## src/rtl/gpio_pkg.sv

```systemverilog
// Shared constants, sequencer state type and bank-index type for the GPIO pin driver.
package gpio_pkg;

  localparam int unsigned DefPortWidth = 24;
  localparam int unsigned DefNumBank   = 6;
  localparam int unsigned DefBusWidth  = 32;
  localparam int unsigned BankIdxWidth = 3;

  typedef enum logic [1:0] {
    IDLE  = 2'd0,
    TURN  = 2'd1,
    APPLY = 2'd2
  } seq_state_e;

  typedef logic [BankIdxWidth-1:0] bank_idx_t;

endpackage

```

## src/rtl/gpio_in_sync.sv

```systemverilog
// Per-bank input synchroniser; with GPIO_CHANGE_IRQ_EN defined it also keeps the
// previous synchronised value and reports edges on pins marked as inputs.
module gpio_in_sync
  import gpio_pkg::*;
#(
  parameter int unsigned PortWidth = DefPortWidth
) (
  input  logic                 clk,
  input  logic                 srst,
  input  logic [PortWidth-1:0] pin_in,
  input  logic [PortWidth-1:0] in_mask,
  output logic [PortWidth-1:0] sync,
  output logic [PortWidth-1:0] change
);

  logic [PortWidth-1:0] meta_reg;
  logic [PortWidth-1:0] sync_reg;

  always_ff @(posedge clk) begin
    if (srst) begin
      meta_reg <= '0;
      sync_reg <= '0;
    end else begin
      meta_reg <= pin_in;
      sync_reg <= meta_reg;
    end
  end

  assign sync = sync_reg;

`ifdef GPIO_CHANGE_IRQ_EN
  logic [PortWidth-1:0] prev_reg;

  always_ff @(posedge clk) begin
    if (srst) begin
      prev_reg <= '0;
    end else begin
      prev_reg <= sync_reg;
    end
  end

  // Pins currently driven by us never report a change.
  assign change = (sync_reg ^ prev_reg) & in_mask;
`else
  logic unused_mask;
  assign unused_mask = ^in_mask;
  assign change      = '0;
`endif

endmodule

```

## src/rtl/gpio_pin_driver.sv

```systemverilog
// GPIO pin driver: break-before-make direction sequencer, input synchronisers and,
// when GPIO_CHANGE_IRQ_EN is defined, sticky per-pin change flags with an irq line.
module gpio_pin_driver
  import gpio_pkg::*;
#(
  parameter int unsigned BusWidth   = DefBusWidth,
  parameter int unsigned PortWidth  = DefPortWidth,
  parameter int unsigned NumBank    = DefNumBank,
  parameter int unsigned TurnCycles = 2
) (
  input  logic                                CLOCK,
  input  logic                                reset_reg,
  input  logic [NumBank-1:0][BusWidth-1:0]    ddr_in,
  input  logic [NumBank-1:0][BusWidth-1:0]    out_in,
  input  logic                                update,
  input  logic [NumBank*PortWidth-1:0]        gpio_in,
  input  logic                                clr_strobe,
  input  bank_idx_t                           clr_bank,
  output logic [NumBank*PortWidth-1:0]        gpio_oe,
  output logic [NumBank*PortWidth-1:0]        gpio_out,
  output logic [NumBank*PortWidth-1:0]        gpio_sync,
  output logic [NumBank*PortWidth-1:0]        change_flags,
  output logic                                irq,
  output logic                                busy
);

  localparam int unsigned NumPin   = NumBank * PortWidth;
  localparam logic [3:0]  TurnLast = 4'(TurnCycles - 1);

  logic [NumPin-1:0] ddr_word, out_word, change_vec, clr_mask, turn_mask;

  seq_state_e        state_reg, state_next;
  logic [3:0]        turn_cnt_reg, turn_cnt_next;
  logic              pending_reg, pending_next;
  logic [NumPin-1:0] snap_ddr_reg, snap_ddr_next, snap_out_reg, snap_out_next;
  logic [NumPin-1:0] active_ddr_reg, active_ddr_next, active_out_reg, active_out_next;
  logic [NumPin-1:0] gpio_oe_reg, gpio_out_reg;
  logic              busy_reg;

  for (genvar gi = 0; gi < NumBank; gi++) begin : g_bank
    assign ddr_word[gi*PortWidth +: PortWidth] = ddr_in[gi][PortWidth-1:0];
    assign out_word[gi*PortWidth +: PortWidth] = out_in[gi][PortWidth-1:0];
    // Out-of-range bank indices simply match no bank.
    assign clr_mask[gi*PortWidth +: PortWidth] =
      {PortWidth{clr_strobe && (clr_bank == bank_idx_t'(gi))}};

    if (BusWidth > PortWidth) begin : g_upper
      logic unused_upper;
      assign unused_upper = ^{ddr_in[gi][BusWidth-1:PortWidth], out_in[gi][BusWidth-1:PortWidth]};
    end

    gpio_in_sync #(.PortWidth(PortWidth)) u_in_sync (
      .clk    (CLOCK),
      .srst   (reset_reg),
      .pin_in (gpio_in[gi*PortWidth +: PortWidth]),
      .in_mask(~active_ddr_reg[gi*PortWidth +: PortWidth]),
      .sync   (gpio_sync[gi*PortWidth +: PortWidth]),
      .change (change_vec[gi*PortWidth +: PortWidth])
    );
  end

  always_comb begin
    state_next      = state_reg;
    turn_cnt_next   = turn_cnt_reg;
    pending_next    = pending_reg;
    snap_ddr_next   = snap_ddr_reg;
    snap_out_next   = snap_out_reg;
    active_ddr_next = active_ddr_reg;
    active_out_next = active_out_reg;
    case (state_reg)
      IDLE: begin
        turn_cnt_next = '0;
        if (update || pending_reg) begin
          snap_ddr_next = ddr_word;
          snap_out_next = out_word;
          pending_next  = 1'b0;
          state_next    = (ddr_word != active_ddr_reg) ? TURN : APPLY;
        end
      end
      TURN: begin
        if (update) pending_next = 1'b1;
        if (turn_cnt_reg == TurnLast) begin
          state_next = APPLY;
        end else begin
          turn_cnt_next = turn_cnt_reg + 4'd1;
        end
      end
      APPLY: begin
        if (update) pending_next = 1'b1;
        active_ddr_next = snap_ddr_reg;
        active_out_next = snap_out_reg;
        state_next      = IDLE;
      end
      default: state_next = IDLE;
    endcase
  end

  // Only pins whose direction is about to flip are released during the turnaround.
  assign turn_mask = (state_reg == TURN) ? (snap_ddr_reg ^ active_ddr_reg) : '0;

  always_ff @(posedge CLOCK) begin
    if (reset_reg) begin
      state_reg      <= IDLE;
      turn_cnt_reg   <= '0;
      pending_reg    <= 1'b0;
      snap_ddr_reg   <= '0;
      snap_out_reg   <= '0;
      active_ddr_reg <= '0;
      active_out_reg <= '0;
      gpio_oe_reg    <= '0;
      gpio_out_reg   <= '0;
      busy_reg       <= 1'b0;
    end else begin
      state_reg      <= state_next;
      turn_cnt_reg   <= turn_cnt_next;
      pending_reg    <= pending_next;
      snap_ddr_reg   <= snap_ddr_next;
      snap_out_reg   <= snap_out_next;
      active_ddr_reg <= active_ddr_next;
      active_out_reg <= active_out_next;
      gpio_oe_reg    <= active_ddr_reg & ~turn_mask;
      gpio_out_reg   <= active_out_reg & active_ddr_reg;
      busy_reg       <= (state_reg != IDLE);
    end
  end

  assign gpio_oe  = gpio_oe_reg;
  assign gpio_out = gpio_out_reg;
  assign busy     = busy_reg;

`ifdef GPIO_CHANGE_IRQ_EN
  logic [NumPin-1:0] flags_reg, flags_next;
  logic              irq_reg;

  // A set in the same cycle as a clear wins.
  assign flags_next = (flags_reg & ~clr_mask) | change_vec;

  always_ff @(posedge CLOCK) begin
    if (reset_reg) begin
      flags_reg <= '0;
      irq_reg   <= 1'b0;
    end else begin
      flags_reg <= flags_next;
      irq_reg   <= |flags_reg;
    end
  end

  assign change_flags = flags_reg;
  assign irq          = irq_reg;
`else
  logic unused_flags;
  assign unused_flags = ^{clr_mask, change_vec};
  assign change_flags = '0;
  assign irq          = 1'b0;
`endif

endmodule

```

## config.mk

```make
export PLATFORM = sky130hd
export DESIGN_NAME = gpio_pin_driver
export DESIGN_NICKNAME = d
export VERILOG_FILES = /design/src/rtl/gpio_pkg.sv /design/src/rtl/gpio_in_sync.sv /design/src/rtl/gpio_pin_driver.sv
export SDC_FILE = /design/constraint.sdc
export NUM_CORES = 2
export LEC_CHECK = 0
export BUFFER_PORTS_ARGS = -buffer_cell sky130_fd_sc_hd__buf_2
export CORE_AREA = 2 2 427 429
export DETAILED_ROUTE_END_ITERATION = 16
export DIE_AREA = 0 0 429 431
export HOLD_SLACK_MARGIN = 0.1
export MAX_ROUTING_LAYER = met4
export SETUP_SLACK_MARGIN = 0.4
export SLEW_MARGIN = 20
export SYNTH_ARGS = -nofsm -noshare
export SYNTH_HDL_FRONTEND = slang
export SYNTH_SLANG_ARGS = --single-unit
```

## constraint.sdc

```tcl
create_clock -name CLOCK -period 2.18 [get_ports CLOCK]
set_clock_uncertainty 0.2 [all_clocks]
set_input_delay 0.109 -clock CLOCK [delete_from_list [all_inputs] [get_ports CLOCK]]
set_output_delay 0.109 -clock CLOCK [all_outputs]
set_load 0.02 [all_outputs]
```

# --- Word level (Yosys, flattened, before mapping) ---
# Index checks and enable logic that the tools add are counted.
totals:
  reg_bits: 1160
  latchBits: 0
  ramBits: 0
  mem_bits_ro: 0
  input_bits: 535
  output_inout_bits: 578
  elab_cells: 55
  n_memories: 0
classes:
  add_sub_neg: 1
  n_mul: 0
  div: 0
  order_cmp: 0
  eq_ne: 8
  n_shift: 0
  mux: 10
  bitwise: 4
  reduce_logical: 10
op_table:
  columns: ["cell", "count"]
  rows:
  - ["$and A144 B144 Y144", 2]
  - ["$mux W144", 1]
  - ["$ne A144 B144 Y1", 1]
  - ["$not A144 Y144", 1]
  - ["$xor A144 B144 Y144", 1]
  - ["$pmux W4 S2", 1]
  - ["$mux W2", 3]
  - ["$ne A2 B2 Y1 const B", 3]
  - ["$reduce_and A2 Y1", 3]
  - ["$reduce_bool A2 Y1", 3]
  - ["$add A4 B1 Y4 const B", 1]
  - ["$eq A4 B1 Y1 const B", 1]
  - ["$mux W4", 1]
  - ["$pmux W2 S2", 1]
  - ["$reduce_and A3 Y1", 1]
  - ["$eq A2 B1 Y1 const B", 1]
  - ["$eq A2 B2 Y1 const B", 1]
  - ["$logic_not A2 Y1", 1]
  - ["$mux W1", 2]
  - ["$ne A2 B1 Y1 const B", 1]
  - ["$pmux W1 S2", 1]
  - ["$reduce_or A2 Y1", 1]
  - ["$logic_or A1 B1 Y1", 1]

# --- Depth between registers and ports, before layout ---
logic_depth:
  ltp_word: 4
  depth_mapped: 8
  mapped_depth_nobuf: 7

# --- Hierarchy ---
# From an unflattened synthesis, not the netlist that was laid out.
hier_totals:
  cells_unflattened: 4242
  area_unflattened_um2: 41071.9
modules_own_cells:
  columns: ["mod", "n_inst", "cells_each", "area_per_inst_um2", "seq_area_each_um2"]
  rows:
  - ["gpio_pin_driver", 1, 3486, 32138.3, 17456.7]
  - ["gpio_in_sync", 6, 126, 1488.9, 960.9]

# --- Least setup slack after synthesis ---
# Ideal clock, no wire load.
synth_path:
  path_kind: "flip-flop to flip-flop"
  startpoint: "register state_reg[1]"
  endpoint: "register snap_ddr_reg[104]"
  setup_ns: 0.070
  arrival_ns: 1.519
  required_time_ns: 1.910
  path_slack_ns: 0.391
  path_stages_with_launch: 9
  path_buffers: 2
  synth_period_minus_slack_ns: 1.789
  path_cell_list: "dfxtp_1 -> inv_1 -> ha_1 -> inv_2 -> nor2_4 -> buf_2 -> clkbuf_1 -> nand2_1 -> a21oi_1"
synth_via:
  elab_chain_cells: 2
synth_rtl:
  columns: ["item", "line_no", "rtl"]
  rows:
  - ["start, declared", "gpio_pin_driver.sv:32", "seq_state_e state_reg, state_next;"]
  - ["start signal, assigned", "gpio_pin_driver.sv:114", "state_reg <= state_next;"]
  - ["$logic_not A2 Y1", "gpio_pin_driver.sv:70", "case (state_reg)"]
  - ["$reduce_and A2 Y1 (no line)", null, null]
  - ["end signal, assigned", "gpio_pin_driver.sv:117", "snap_ddr_reg <= snap_ddr_next;"]
  - ["end, declared", "gpio_pin_driver.sv:35", "logic [NumPin-1:0] snap_ddr_reg, snap_ddr_next, snap_out_reg, snap_out_next;"]
# Every way passes these cells.
# A chain may end at the register's enable or synchronous reset.

# --- Worst setup path after layout ---
layout_path:
  startpoint: "register active_ddr_reg[66]"
  endpoint: "register state_reg[0]"
layout_via:
  elab_chain_cells: 4
layout_rtl:
  columns: ["item", "line_no", "rtl"]
  rows:
  - ["start, declared", "gpio_pin_driver.sv:36", "logic [NumPin-1:0] active_ddr_reg, active_ddr_next, active_out_reg, active_out_next;"]
  - ["start signal, assigned", "gpio_pin_driver.sv:119", "active_ddr_reg <= active_ddr_next;"]
  - ["$ne A144 B144 Y1", "gpio_pin_driver.sv:77", "state_next = (ddr_word != active_ddr_reg) ? TURN : APPLY;"]
  - ["$mux W2", "gpio_pin_driver.sv:77", null]
  - ["$mux W2", "gpio_pin_driver.sv:73", "if (update || pending_reg) begin"]
  - ["$pmux W2 S2", "gpio_pin_driver.sv:70", null]
# Every way passes these cells. The select of a mux whose other input is x is not followed.

==> impl_metrics.csv <==
group,metric,value,unit
outcome,outcome,"finished with violations",
outcome,violations,"setup timing",
pwr,switching_power,0.0208,W
global_routing,number_of_global_route_vias_before_repair,37754,
synthesis,syn-mean-instance-area,10.1,sq um
critical_path,endpoint_kind,"flop",
critical_path,reg2regPathDepth,5,
global_routing,first_pass_grt_wire_length,249,mm
synthesis,ys_warn_count,0,
sta,min_clock_period_post_route,2290,ps
cts,cts-buffers-inserted,133,
critical_path,setup.reg_to_reg.worst_slack,-110,ps
cts,clk_pin_slew_worst_paths,60,ps
floorplan,placeableCoreArea,180000,sq um
sta,timing_worst_slew_pin_value,1050,ps
critical_path,worst-setup-path-type,"reg2reg",
place,port-buffer-count,867,
drt,route.final.wire_length,185,mm
sta,rsz0062_at_grt,"true",
cts,cts_root_buffer,"sky130_fd_sc_hd__clkbuf_16",
sta,finalSetupTns,-147,ps
pwr,power.leakage,30.6,nW
cts,cts_max_level,4,
finish,area_growth_syn_to_layout,75.5,%
floorplan,floorplan.die_area,185000,sq um
hold_path,holdPathEnd,"state_reg[1]",
critical_path,r2r-start,"active_ddr_reg[66]",
synthesis,synth-seq-area-share,58.4,%
synthesis,netlist_instances,3951,
drt,detail_route.wl_per_cell,21.3,um
sta,worst_case_headroom_to_the_max_slew_limit,29.8,%
sta,hold_violations,0,
synthesis,synth-seq-cells,1160,
critical_path,path_cells,"xor2_1 -> nor4_1 -> nand4_1 -> nor3_2 -> a311oi_1",
place,dp_slack,-272,ps
critical_path,worstPathRequired,2640,ps
floorplan,die_width,429,um
finish,most-common-layout-cells,"sky130_fd_sc_hd__dfxtp_1, sky130_fd_sc_hd__dlygate4sd3_1, sky130_fd_sc_hd__buf_2, sky130_fd_sc_hd__nor2b_1, sky130_fd_sc_hd__nand2_1",
floorplan,std_cell_rows,156,
cts,max-clock-path-buffers,3,
finish,layout.cells.most_common,"sky130_fd_sc_hd__dfxtp_1",
sta,setup_viol,2,
critical_path,r2r-end,"state_reg[0]",
pwr,pwr-share-seq,35.9,%
sta,achievable-frequency,0.437,GHz
cts,cts_tree,"yes",
floorplan,ios,1113,
critical_path,crit_path_max_incr_delay,850,ps
pwr,ir_drop,0.577,mV
floorplan,die_height,431,um
critical_path,cp-start-kind,"flop",
global_routing,grt_antenna_before_repair,40,
finish,final_net_count,6699,
place,dp_hpwl,108,mm
drt,final_antenna_net_count,0,
drt,route.vias.total,36991,
place,place.gp.congestion,0.844,
critical_path,cp_max_fo,4,
global_routing,grt.total_usage,18.8,%
critical_path,worst-endpoint-arrival,2740,ps
cts,clkSinkCount,1160,
finish,postLayoutCoreUtil,38.7,%
hold_path,hp-class,"in2reg",
floorplan,initial_core_util,22.1,%
drt,detail_route.vias_per_cell,4.27,
job,number_of_maximum_capacitance_violations,0,
sta,finalWorstSetupSlack,-107,ps
pwr,internal_power,0.0466,W
hold_path,hold_path_depth,8,
finish,layout.filler_cells,16526,
sta,final_period_utilization,105,%
pwr,power.switching_fraction,30.9,%
pwr,clock_power_share,33.4,%
cts,clk-insertion-delay-late,780,ps
drt,drcViolationCount,0,
finish,layout-drive-gt1-share,32.5,%
drt,drt_pass1_iterations,5,
global_routing,largest_net_degree_at_the_start_of_global_routing,120,
drt,drtIter0Drc,1898,
synthesis,yosys.cell_types.count,40,
global_routing,globalRoute.totalOverflow,0,
critical_path,crit_slowest_cell,"sky130_fd_sc_hd__xor2_1",
synthesis,syn-cell-area,39800,sq um
hold_path,hold_path_startpoint,"ddr_in[171]",
pwr,part_of_the_total_power_dissipated_in_combinational_logic,30.8,%
sta,timing.final.max_slew_violations,0,
pwr,power.density_cell_area,966,nW/um^2
==> per-layer routing <==
metal | vias up | routed length (um) | GRT usage, %
met3 | 574 | 8510 | 3.71
met5 | - | 0 | -
met2 | 1407 | 93200 | 32.9
li1 | 17060 | - | -
met1 | 17950 | 68800 | 18.9
met4 | 0 | 14400 | 12.9
==> power by group through the flow <==
stage               Sequential [W]  Combinational [W]  Clock (W)
floorplan                   0.0241            0.00568          0
global placement            0.0241            0.00988          0
detailed placement          0.0241            0.00998          0
CTS                         0.0238             0.0177     0.0228
global route                0.0243             0.0216     0.0238
finish                      0.0242             0.0207     0.0225
==> critical path: cells and delay by family (launching register included) <==
kind / cells / cell delay, ps
AND/OR/NAND/NOR: 3 / 390
flip-flops: 1 / 440
AO/OA/AOI/OAI: 1 / 280
XOR/XNOR: 1 / 850
==> repair_timing <==
action | in CTS | in global routing
endpoints found under the setup margin | 510 | 743
setup buffers | 79 | 38
hold buffers | 1028 | 0
hold endpoints to repair | 1114 | 0
gates resized for setup | 443 | 487
gates cloned | 59 | 24
pin swaps | 260 | 246
==> synth_stat cells (all sizes together) <==
| master | number | area, sq um |
|---|---|---|
| buf | 226 | 1450 |
| a221oi | 2 | 17.5 |
| clkinv | 1 | 3.75 |
| o21ai | 2 | 13.8 |
| mux2i | 288 | 2880 |
| nand3 | 2 | 10.0 |
| nand2 | 581 | 2180 |
| o22ai | 2 | 26.3 |
| nor2b | 426 | 2670 |
| a31o | 1 | 8.76 |
| dfxtp | 1160 | 23200 |
| inv | 18 | 67.6 |
| a311oi | 1 | 8.76 |
| xor2 | 38 | 333 |
| a211oi | 6 | 45.0 |
| nor3 | 3 | 15.0 |
| o221ai | 1 | 8.76 |
| nand2b | 3 | 18.8 |
| nor4 | 16 | 119 |
| a31oi | 1 | 6.26 |
| or2 | 1 | 6.26 |
| ha | 5 | 62.6 |
| clkbuf | 158 | 593 |
| nand4 | 30 | 188 |
| nor2 | 298 | 1130 |
| o2bb2ai | 1 | 8.76 |
| xnor2 | 101 | 885 |
| and3b | 138 | 1210 |
| a21oi | 293 | 1470 |
| nor3b | 145 | 1090 |
| conb | 1 | 3.75 |
| a21boi | 2 | 15.0 |
==> how the worst max path moves through the flow <==
stage / start / endpoint
2_1_floorplan: state_reg[1] / snap_ddr_reg[104]
3_3_place_gp: active_ddr_reg[78] / state_reg[0]
3_5_place_dp: active_ddr_reg[123] / state_reg[0]
4_1_cts: active_ddr_reg[3] / state_reg[0]
5_1_grt: active_ddr_reg[66] / state_reg[0]
6_report: active_ddr_reg[66] / state_reg[0]
==> through the flow <==
stage	std cells	hold WS (ps)	total power (W)	area, sq um
after detailed placement	7166	123	0.0341	47900
after global placement	7165	121	0.0339	47800
after CTS	8562	130	0.0643	66800
after floorplan	4095	37.2	0.0298	40300
final	8660	206	0.0674	69800
after global routing	8654	184	0.0697	69800
==> logic make-up after synthesis <==
family / synth area share [%]
multiplexers: 7.25
flip-flops: 58.4
buffers and inverters: 5.33
AND/OR/NAND/NOR: 21.7
XOR/XNOR: 3.06
AO/OA/AOI/OAI: 4.09
adder cells (fa/ha/maj): 0.157
other: 0.00943
==> cell type report <==
cell class / count / area (sq um) / area share [%]
repair buffers: 2313 / 21100 / 30.3
inverters: 19 / 78.8 / 0.113
multi-input cells: 2532 / 17900 / 25.7
diodes: 36 / 90.1 / 0.129
clock buffers: 183 / 3750 / 5.37
well taps: 2370 / 2970 / 4.25
flip-flops and latches: 1160 / 23200 / 33.3
clock inverters: 47 / 627 / 0.898
No activity file was read; power rests on OpenSTA's default activity.
